===== config.mk =====
export PLATFORM = sky130hd
export DESIGN_NAME = fir_axil_cfg
export DESIGN_NICKNAME = d
export VERILOG_FILES = /design/src/rtl/fir_cfg_pkg.sv /design/src/rtl/fir_cfg_tap_mux.sv /design/src/rtl/fir_axil_cfg.sv
export SDC_FILE = /design/constraint.sdc
export NUM_CORES = 1
export LEC_CHECK = 0
export CORE_MARGIN = 1.5
export CORE_UTILIZATION = 39
export DETAILED_ROUTE_END_ITERATION = 12
export HOLD_SLACK_MARGIN = 0.12
export MAX_ROUTING_LAYER = met4
export PLACE_DENSITY = 0.77
export SKIP_CTS_REPAIR_TIMING = 1
export SYNTH_ARGS = -nofsm -noshare
export SYNTH_HDL_FRONTEND = slang
export SYNTH_SLANG_ARGS = --single-unit
export TNS_END_PERCENT = 30

===== constraint.sdc =====
create_clock -name axis_clk -period 2 [get_ports axis_clk]
set_clock_uncertainty 0.2 [all_clocks]
set_input_delay 0.6 -clock axis_clk [delete_from_list [all_inputs] [get_ports axis_clk]]
set_output_delay 0.6 -clock axis_clk [all_outputs]
set_load 0.01 [all_outputs]

===== src/rtl/fir_cfg_pkg.sv =====
// Shared constants and types for the FIR configuration responder: address map,
// ap_ctrl bit positions, FSM state encodings and the address decoder.
package fir_cfg_pkg;

    localparam logic [11:0] ADDR_AP_CTRL  = 12'h000;
    localparam logic [11:0] ADDR_DATA_LEN = 12'h010;
    localparam logic [11:0] ADDR_TAP_BASE = 12'h020;

    localparam int AP_START_BIT = 0;
    localparam int AP_DONE_BIT  = 1;
    localparam int AP_IDLE_BIT  = 2;

    localparam logic [0:0] W_IDLE = 1'b0;
    localparam logic [0:0] W_RESP = 1'b1;

    localparam logic [1:0] R_IDLE = 2'd0;
    localparam logic [1:0] R_ADDR = 2'd1;
    localparam logic [1:0] R_WAIT = 2'd2;
    localparam logic [1:0] R_DATA = 2'd3;

    typedef enum logic [1:0] {
        SEL_NONE,
        SEL_AP_CTRL,
        SEL_DATA_LEN,
        SEL_TAP
    } reg_sel_e;

    // Both channel FSMs live in one struct so a checker can bind to a single signal.
    typedef struct packed {
        logic [0:0] w_state;
        logic [1:0] r_state;
    } fsm_state_t;

    // Tap addresses must be word aligned; anything outside the map is SEL_NONE.
    function automatic reg_sel_e decode_addr(input logic [31:0] addr, input int tap_num);
        logic [31:0] tap_end;
        reg_sel_e    sel;
        tap_end = 32'(ADDR_TAP_BASE) + 32'(tap_num * 4);
        sel     = SEL_NONE;
        if (addr == 32'(ADDR_AP_CTRL)) begin
            sel = SEL_AP_CTRL;
        end else if (addr == 32'(ADDR_DATA_LEN)) begin
            sel = SEL_DATA_LEN;
        end else if (addr >= 32'(ADDR_TAP_BASE) && addr < tap_end && addr[1:0] == 2'b00) begin
            sel = SEL_TAP;
        end
        return sel;
    endfunction

endpackage


===== src/rtl/fir_cfg_tap_mux.sv =====
// Tap BRAM read-port arbiter: the bus owns the port while the engine is idle,
// the engine owns it (always enabled) while a run is in progress.
module fir_cfg_tap_mux
    import fir_cfg_pkg::*;
#(
    parameter int ADDR_W = 12
) (
    input  logic              ap_idle_i,
    input  logic              bus_en_i,
    input  logic [ADDR_W-1:0] bus_ar_i,
    input  logic [ADDR_W-1:0] eng_ar_i,
    output logic              tap_en_o,
    output logic [ADDR_W-1:0] tap_ar_o
);

    always_comb begin
        if (ap_idle_i) begin
            tap_en_o = bus_en_i;
            tap_ar_o = bus_ar_i;
        end else begin
            tap_en_o = 1'b1;
            tap_ar_o = eng_ar_i;
        end
    end

endmodule


===== src/rtl/fir_axil_cfg.sv =====
// AXI-Lite responder for the FIR configuration space (ap_ctrl, data_length and
// the tap window in the tap BRAM), plus the start/done/idle status handling.
module fir_axil_cfg
    import fir_cfg_pkg::*;
#(
    parameter int ADDR_W  = 12,
    parameter int DATA_W  = 32,
    parameter int TAP_NUM = 11
) (
    input  logic              axis_clk,
    input  logic              axis_rst_n,
    input  logic              awvalid,
    input  logic [ADDR_W-1:0] awaddr,
    output logic              awready,
    input  logic              wvalid,
    input  logic [DATA_W-1:0] wdata,
    output logic              wready,
    input  logic              arvalid,
    input  logic [ADDR_W-1:0] araddr,
    output logic              arready,
    output logic              rvalid,
    output logic [DATA_W-1:0] rdata,
    input  logic              rready,
    output logic [3:0]        tap_WE,
    output logic              tap_EN,
    output logic [ADDR_W-1:0] tap_AW,
    output logic [ADDR_W-1:0] tap_AR,
    output logic [DATA_W-1:0] tap_Di,
    input  logic [DATA_W-1:0] tap_Do,
    input  logic [ADDR_W-1:0] eng_tap_AR,
    input  logic              eng_done,
    output logic              ap_start_o,
    output logic [DATA_W-1:0] data_length_o
);

    localparam logic [ADDR_W-1:0] TAP_BASE = ADDR_W'(ADDR_TAP_BASE);

    fsm_state_t        st_q, st_d;
    logic [ADDR_W-1:0] waddr_q, waddr_d;
    logic [ADDR_W-1:0] raddr_q, raddr_d;
    logic [DATA_W-1:0] wdata_q, wdata_d;
    logic [DATA_W-1:0] rdata_q, rdata_d;
    logic [DATA_W-1:0] dlen_q, dlen_d;
    logic              ap_idle_q, ap_idle_d;
    logic              ap_done_q, ap_done_d;
    logic              ap_start_q, ap_start_d;
    logic              rd_bram_q, rd_bram_d;

    reg_sel_e          wsel, arsel, rsel;
    logic              w_fire, start_req, rd_clear, bus_en;
    logic [ADDR_W-1:0] bus_ar;
    logic [DATA_W-1:0] ctrl_word;

    assign wsel  = decode_addr(32'(waddr_q), TAP_NUM);
    assign arsel = decode_addr(32'(araddr), TAP_NUM);
    assign rsel  = decode_addr(32'(raddr_q), TAP_NUM);

    // Handshakes: the initiator holds valid and payload stable until the matching
    // ready; awready/wready pulse together once per write, arready once per read,
    // and rvalid holds rdata stable until rready is seen.
    assign w_fire    = (st_q.w_state == W_RESP);
    assign start_req = w_fire && (wsel == SEL_AP_CTRL) && wdata_q[AP_START_BIT] && ap_idle_q;
    assign rd_clear  = (st_q.r_state == R_DATA) && rready && (rsel == SEL_AP_CTRL);
    assign bus_en    = (st_q.r_state == R_ADDR) && (arsel == SEL_TAP) && ap_idle_q;
    assign bus_ar    = araddr - TAP_BASE;

    assign awready       = w_fire;
    assign wready        = w_fire;
    assign arready       = (st_q.r_state == R_ADDR);
    assign rvalid        = (st_q.r_state == R_DATA);
    assign rdata         = rdata_q;
    assign tap_WE        = (w_fire && (wsel == SEL_TAP) && ap_idle_q) ? 4'hF : 4'h0;
    assign tap_AW        = waddr_q - TAP_BASE;
    assign tap_Di        = wdata_q;
    assign ap_start_o    = ap_start_q;
    assign data_length_o = dlen_q;

    always_comb begin
        ctrl_word              = '0;
        ctrl_word[AP_DONE_BIT] = ap_done_q;
        ctrl_word[AP_IDLE_BIT] = ap_idle_q;
    end

    always_comb begin
        st_d      = st_q;
        waddr_d   = waddr_q;
        wdata_d   = wdata_q;
        raddr_d   = raddr_q;
        rdata_d   = rdata_q;
        rd_bram_d = rd_bram_q;

        case (st_q.w_state)
            W_IDLE: begin
                if (awvalid && wvalid) begin
                    st_d.w_state = W_RESP;
                    waddr_d      = awaddr;
                    wdata_d      = wdata;
                end
            end
            default: st_d.w_state = W_IDLE;
        endcase

        case (st_q.r_state)
            R_IDLE: begin
                if (arvalid) begin
                    st_d.r_state = R_ADDR;
                end
            end
            R_ADDR: begin
                raddr_d      = araddr;
                rd_bram_d    = bus_en;
                st_d.r_state = R_WAIT;
            end
            R_WAIT: begin
                // A tap read that could not reach the BRAM (engine busy) reads all ones.
                case (rsel)
                    SEL_AP_CTRL:  rdata_d = ctrl_word;
                    SEL_DATA_LEN: rdata_d = dlen_q;
                    SEL_TAP:      rdata_d = rd_bram_q ? tap_Do : '1;
                    default:      rdata_d = '0;
                endcase
                st_d.r_state = R_DATA;
            end
            default: begin
                if (rready) begin
                    st_d.r_state = R_IDLE;
                end
            end
        endcase
    end

    always_comb begin
        ap_idle_d  = ap_idle_q;
        ap_done_d  = ap_done_q;
        dlen_d     = dlen_q;
        ap_start_d = start_req;
        if (w_fire && (wsel == SEL_DATA_LEN) && ap_idle_q) begin
            dlen_d = wdata_q;
        end
        if (start_req) begin
            ap_idle_d = 1'b0;
            ap_done_d = 1'b0;
        end
        if (rd_clear) begin
            ap_done_d = 1'b0;
        end
        // Applied last so a done pulse is never lost to a coincident read-clear.
        if (eng_done) begin
            ap_done_d = 1'b1;
            ap_idle_d = 1'b1;
        end
    end

    always_ff @(posedge axis_clk) begin
        if (!axis_rst_n) begin
            st_q.w_state <= W_IDLE;
            st_q.r_state <= R_IDLE;
            waddr_q      <= '0;
            wdata_q      <= '0;
            raddr_q      <= '0;
            rdata_q      <= '0;
            dlen_q       <= '0;
            ap_idle_q    <= 1'b1;
            ap_done_q    <= 1'b0;
            ap_start_q   <= 1'b0;
            rd_bram_q    <= 1'b0;
        end else begin
            st_q         <= st_d;
            waddr_q      <= waddr_d;
            wdata_q      <= wdata_d;
            raddr_q      <= raddr_d;
            rdata_q      <= rdata_d;
            dlen_q       <= dlen_d;
            ap_idle_q    <= ap_idle_d;
            ap_done_q    <= ap_done_d;
            ap_start_q   <= ap_start_d;
            rd_bram_q    <= rd_bram_d;
        end
    end

    fir_cfg_tap_mux #(
        .ADDR_W(ADDR_W)
    ) u_tap_mux (
        .ap_idle_i(ap_idle_q),
        .bus_en_i (bus_en),
        .bus_ar_i (bus_ar),
        .eng_ar_i (eng_tap_AR),
        .tap_en_o (tap_EN),
        .tap_ar_o (tap_AR)
    );

endmodule

**Word level (Yosys, flattened, before mapping)**

Cells that the tools add are included.

- $add $sub $neg: 2
- Order comparisons: 6
- Equality and inequality tests: 14
- Muxes and demuxes: 21
- Bitwise operators: 2
- Reductions and logical operators: 31

Operators by type and width:

| operator | number |
|---|---|
| $pmux W32 S3 | 1 |
| $eq A12 B5 Y1 const B | 3 |
| $ge A12 B6 Y1 const B | 3 |
| $logic_not A12 Y1 | 3 |
| $lt A12 B7 Y1 const B | 3 |
| $mux W32 | 1 |
| $sub A12 B6 Y12 const B | 2 |
| $mux W2 | 11 |
| $logic_and A1 B1 Y1 | 18 |
| $eq A2 B2 Y1 const B | 7 |
| $mux W12 | 1 |
| $logic_not A2 Y1 | 4 |
| $eq A2 B1 Y1 const B | 3 |
| $pmux W2 S3 | 1 |
| $mux W1 | 5 |
| $mux W4 | 1 |
| $reduce_and A2 Y1 | 2 |
| $reduce_bool A4 Y1 | 1 |
| $reduce_or A2 Y1 | 2 |
| $reduce_bool A3 Y1 | 1 |
| $ne A2 B2 Y1 const B | 1 |
| $not A1 Y1 | 2 |

- Register bits: 127
- Bits of input ports: 107
- Output and inout port bits: 130
- Logic and storage cells: 87

**Logic depth before layout (Yosys ltp)**

- Depth in word-level cells: 13
- Gate-level depth with buffers: 8
- Depth with buffers taken out: 6

**Modules after synthesis**

A second synthesis with hierarchy kept.

- Cell total of the unflattened synthesis: 674
- Area total of the unflattened synthesis: 5,879.4 µm²

Modules (own cells, without submodules):

| module | times used | cells each | area each (µm²) | sequential area each (µm²) |
|---|---|---|---|---|
| fir_axil_cfg | 1 | 660 | 5,693.0 | 2,542.4 |
| fir_cfg_tap_mux | 1 | 14 | 186.4 | 0.0 |

**Worst setup path before layout**

Ideal clock, no wire load.

- Path kind: flip-flop to output port
- Start point: reg waddr_q[7]
- End point: out tap_WE[1]
- Arrival time: 1,395 ps
- Data required time: 1,200 ps
- Path slack: -195 ps
- Stages on the path, launching flop included: 5
- Path buffers: 1
- Path through: dfxtp_1 > nor4_1 > nand3_1 > nor2_1 > buf_4

- Word-level cells in the longest chain between the ends: 10
- Elaborated cells between the ends (all ways): 13
- Those cells by class: order compare: 2; eq/ne: 2; mux: 4; reduce/logical: 5

RTL lines:

| item | RTL line | text |
|---|---|---|
| start: declaration | fir_axil_cfg.sv:39 | `logic [ADDR_W-1:0] waddr_q, waddr_d;` |
| start signal: assignment | fir_axil_cfg.sv:169 | `waddr_q <= waddr_d;` |
| $ge A12 B6 Y1 / $lt A12 B7 Y1 (equally long branches) | fir_cfg_pkg.sv:44 | `end else if (addr >= 32'(ADDR_TAP_BASE) && addr < tap_end && addr[1:0] == 2'b00) begin` |
| $logic_and A1 B1 Y1 (2 in a row) | fir_cfg_pkg.sv:44 |  |
| $mux W2 | fir_cfg_pkg.sv:44 |  |
| $mux W2 | fir_cfg_pkg.sv:42 | `end else if (addr == 32'(ADDR_DATA_LEN)) begin` |
| $mux W2 * | fir_cfg_pkg.sv:40 | `if (addr == 32'(ADDR_AP_CTRL)) begin` |
| $eq A2 B2 Y1 * | fir_axil_cfg.sv:72 | `assign tap_WE = (w_fire && (wsel == SEL_TAP) && ap_idle_q) ? 4'hF : 4'h0;` |
| $logic_and A1 B1 Y1 * (2 in a row) | fir_axil_cfg.sv:72 |  |
| $mux W4 * | fir_axil_cfg.sv:72 |  |
| end: declaration | fir_axil_cfg.sv:24 | `output logic [3:0] tap_WE,` |

Mark *: on every way between the ends. The rest lies on a longest branch, timed or not.

**Worst setup path after layout**

- Start point: in araddr[10]
- End point: out tap_AR[11]

- Word-level cells in the longest chain between the ends: 2

RTL lines:

| item | RTL line | text |
|---|---|---|
| start: declaration | fir_axil_cfg.sv:19 | `input logic [ADDR_W-1:0] araddr,` |
| $sub A12 B6 Y12 | fir_axil_cfg.sv:65 | `assign bus_ar = araddr - TAP_BASE;` |
| $mux W12 | fir_cfg_tap_mux.sv:17 | `if (ap_idle_i) begin` |
| end: declaration | fir_axil_cfg.sv:27 | `output logic [ADDR_W-1:0] tap_AR,` |

Every way passes these cells.

==> impl_metrics.csv <==
group,metric,value,unit
floorplan,die_width,123,um
yosys,synthesis.area,5570,sq um
critical_path,worstSetupPathType,"primary input to output pin",
hold_path,hold_end,"rdata[8]",
critical_path,start_kind,"primary input",
status,status,"finished with violations",
sta,worst_slew_pin_slew,675,ps
yosys,async_reset_ff_share,0,%
power_and_ir_drop,leakage,5.63,nW
global_route,overflow,0,
global_route,antenna_found_initial,0,
yosys,post_synth_main_area_contributors,"dfxtp_1 (46%), nand2_1 (13%), mux2i_1 (8.4%)",
clock_tree,cts_buffers,17,
place,placed_area,8710,sq um
place,gp_congestion,0.934,
yosys,synth_nets,792,
cells_and_area,nNetsFinal,1093,
critical_path,critPathCaptureType,"output pin",
cells_and_area,syn_to_final_growth,82.2,%
global_route,grt_pass1_wl,28200,um
yosys,synth_warnings,0,
power_and_ir_drop,irDropWorstVdd,551,uV
clock_tree,cts-root-buf,"clkbuf_16",
floorplan,dieArea,15000,sq um
floorplan,ioPinCount,237,
critical_path,reg2reg_from,"raddr_q[11]",
global_route,grt_pass1_vias,5278,
clock_tree,clkTransAtPathRegs,50,ps
critical_path,cp_cell_sequence,"buf_6 > nor4_4 > nand2_1 > xor2_1 > a21oi_2 > buf_2",
sta,hold_violations,0,
clock_tree,clock_sinks,127,
cells_and_area,fin_util,72.9,%
yosys,synth_area_leader_cell,"dfxtp_1",
sta,fin_ws,-419,ps
yosys,ys_types,48,
detailed_routing,drc,0,
critical_path,cpPeakStageDelay,330,ps
critical_path,required,1200,ps
critical_path,r2r-end,"rdata[19]",
detailed_routing,routed_wl,21700,um
detailed_routing,antenna_left,0,
critical_path,path_max_fanout,2,
critical_path,rrSetupSlack,-230,ps
critical_path,critPathSlowestCell,"nor4_4",
clock_tree,max-clock-path-buffers,2,
hold_path,hold_depth,2,
yosys,synth_seq_cells,127,
clock_tree,clkLatencyLatePin,410,ps
cells_and_area,drive_above_1_share,25.4,%
floorplan,start_util,40.0,%
place,dp_hpwl,13900,um
yosys,synth_cells,678,
hold_path,holdCritStartpoint,"rdata[8]",
clock_tree,cts_tree,"done",
yosys,synthFlopType,"dfxtp_1",
sta,period_share,121,%
floorplan,rows,43,
job,cap_violations,0,
yosys,synth_edf_count,0,
detailed_routing,viasPerCell,5.15,
yosys,synth_top_area_share,45.6,%
critical_path,reg2reg_depth,7,
yosys,seq_area_frac_synth,45.6,%
place,place_ws,-1270,ps
sta,slew_headroom,55.0,%
hold_path,hold_path_class,"register to register",
place,io_buffer_count,236,
clock_tree,cts-htree-levels,4,
sta,grt_setup_unrepaired,"true",
yosys,synth_most_common_cell,"nand2_1",
status,violations,"negative setup slack",
sta,setup_viol,55,
detailed_routing,wl_per_cell,18.6,um
cells_and_area,antenna_cells,0,
floorplan,coreArea,13900,sq um
sta,slew_violations,0,
sta,clock.fmax,413,MHz
detailed_routing,drt_pass1_iterations,6,
yosys,avgSynthCellArea,8.22,sq um
floorplan,fp.dieH,123,um
cells_and_area,fin_area,10200,sq um
sta,period_needed,2420,ps
power_and_ir_drop,p_per_area,789,nW/um^2
global_route,grt_max_degree,84,
global_route,grt_usage,25.3,%
yosys,synthTopCellsByCount,"nand2_1 (197), dfxtp_1 (127), a21oi_1 (52)",
detailed_routing,via_count,6040,
critical_path,critPathArrivalTime,1620,ps
detailed_routing,first_iter_violations,423,
[cell type report]
cell class,instances,area (sq um)
Clock buffer,21,460
Clock inverter,11,163
Fill cell,1001,3780
Inverter,11,51.3
Multi-Input combinational cell,487,3150
Sequential cell,127,2570
Tap cell,180,225
Timing Repair Buffer,335,3540
[where the power goes]
part	switching, W	leakage (nW)	total (W)	internal, W
combinational	0.000929	4.29	0.00197	0.00104
sequential	0.0000989	1.04	0.00277	0.00267
clock	0.00113	0.299	0.00327	0.00214
total	0.00215	5.63	0.00801	0.00585
[how the worst max path moves through the flow]
stage	from	to	cells past startpoint
2_1_floorplan	raddr_q[8]	rdata[15]	6
3_3_place_gp	araddr[6]	tap_EN	6
3_5_place_dp	araddr[8]	tap_AR[10]	6
4_1_cts	araddr[8]	tap_AR[10]	6
5_1_grt	araddr[8]	tap_AR[10]	7
6_report	araddr[10]	tap_AR[11]	6
[worst max-delay path, delay by kind of cell]
kind,cells,cell delay [ps]
AO/OA/AOI/OAI,1,130
XOR/XNOR,1,200
AND/OR/NAND/NOR,2,450
buffers and inverters,2,250
[stage by stage]
| step | hold WS, ps | instances | power, W | setup TNS, ps |
|---|---|---|---|---|
| global route | 274 | 1172 | 0.00830 | -12120 |
| CTS | 249 | 1156 | 0.00771 | -41510 |
| floorplan | 252 | 678 | 0.00356 | -3130 |
| global placement | 236 | 1124 | 0.00443 | -23700 |
| finish | 244 | 1172 | 0.00801 | -9610 |
| detailed placement | 241 | 1124 | 0.00445 | -25080 |
[per-layer routing]
metal / GRT usage, % / up-vias / part of all wire (%)
met5: - / - / 0
met4: 10.2 / 0 / 3.7
met3: 4.46 / 63 / 6.0
met2: 36.2 / 257 / 47
met1: 35.3 / 2819 / 43
li1: - / 2901 / -
[placed cells by master (no fill, tap or decap), types with 5 or more instances in the layout]
| master | netlist | final |
|---|---|---|
| a21oi_1 | 52 | 48 |
| a22oi_1 | 18 | 12 |
| a22oi_2 | 0 | 6 |
| a31oi_1 | 12 | 12 |
| buf_12 | 0 | 11 |
| buf_2 | 7 | 16 |
| buf_4 | 9 | 78 |
| buf_6 | 1 | 18 |
| clkbuf_16 | 0 | 20 |
| clkdlybuf4s50_1 | 0 | 87 |
| dfxtp_1 | 127 | 113 |
| dfxtp_2 | 0 | 11 |
| dlymetal6s2s_1 | 0 | 117 |
| mux2i_1 | 47 | 47 |
| nand2_1 | 197 | 195 |
| nand2b_1 | 19 | 19 |
| nor2_1 | 29 | 23 |
| nor2_4 | 0 | 5 |
| o21ai_0 | 34 | 16 |
| o21ai_1 | 2 | 13 |
| o21ai_2 | 10 | 17 |
| or4_4 | 1 | 5 |
| xnor2_1 | 5 | 5 |
| xor2_1 | 5 | 5 |
[kinds of logic (layout without fill, tap and decap cells)]
family | Yosys count | after routing | synth area share [%]
AND/OR/NAND/NOR | 274 | 276 | 21.0
AO/OA/AOI/OAI | 141 | 141 | 15.2
flip-flops | 127 | 127 | 45.6
buffers and inverters | 66 | 378 | 5.34
multiplexers | 53 | 53 | 9.65
XOR/XNOR | 10 | 10 | 1.57
adder cells (fa/ha/maj) | 7 | 7 | 1.57
[state kept, by name, summed over array words and instances (netlist names), 2 cells and up]
name	cells
rdata	32
waddr_q	12
tap_Di	32
st_q	2
data_length_o	32
raddr_q	12
(Power assumes the default switching activity.)
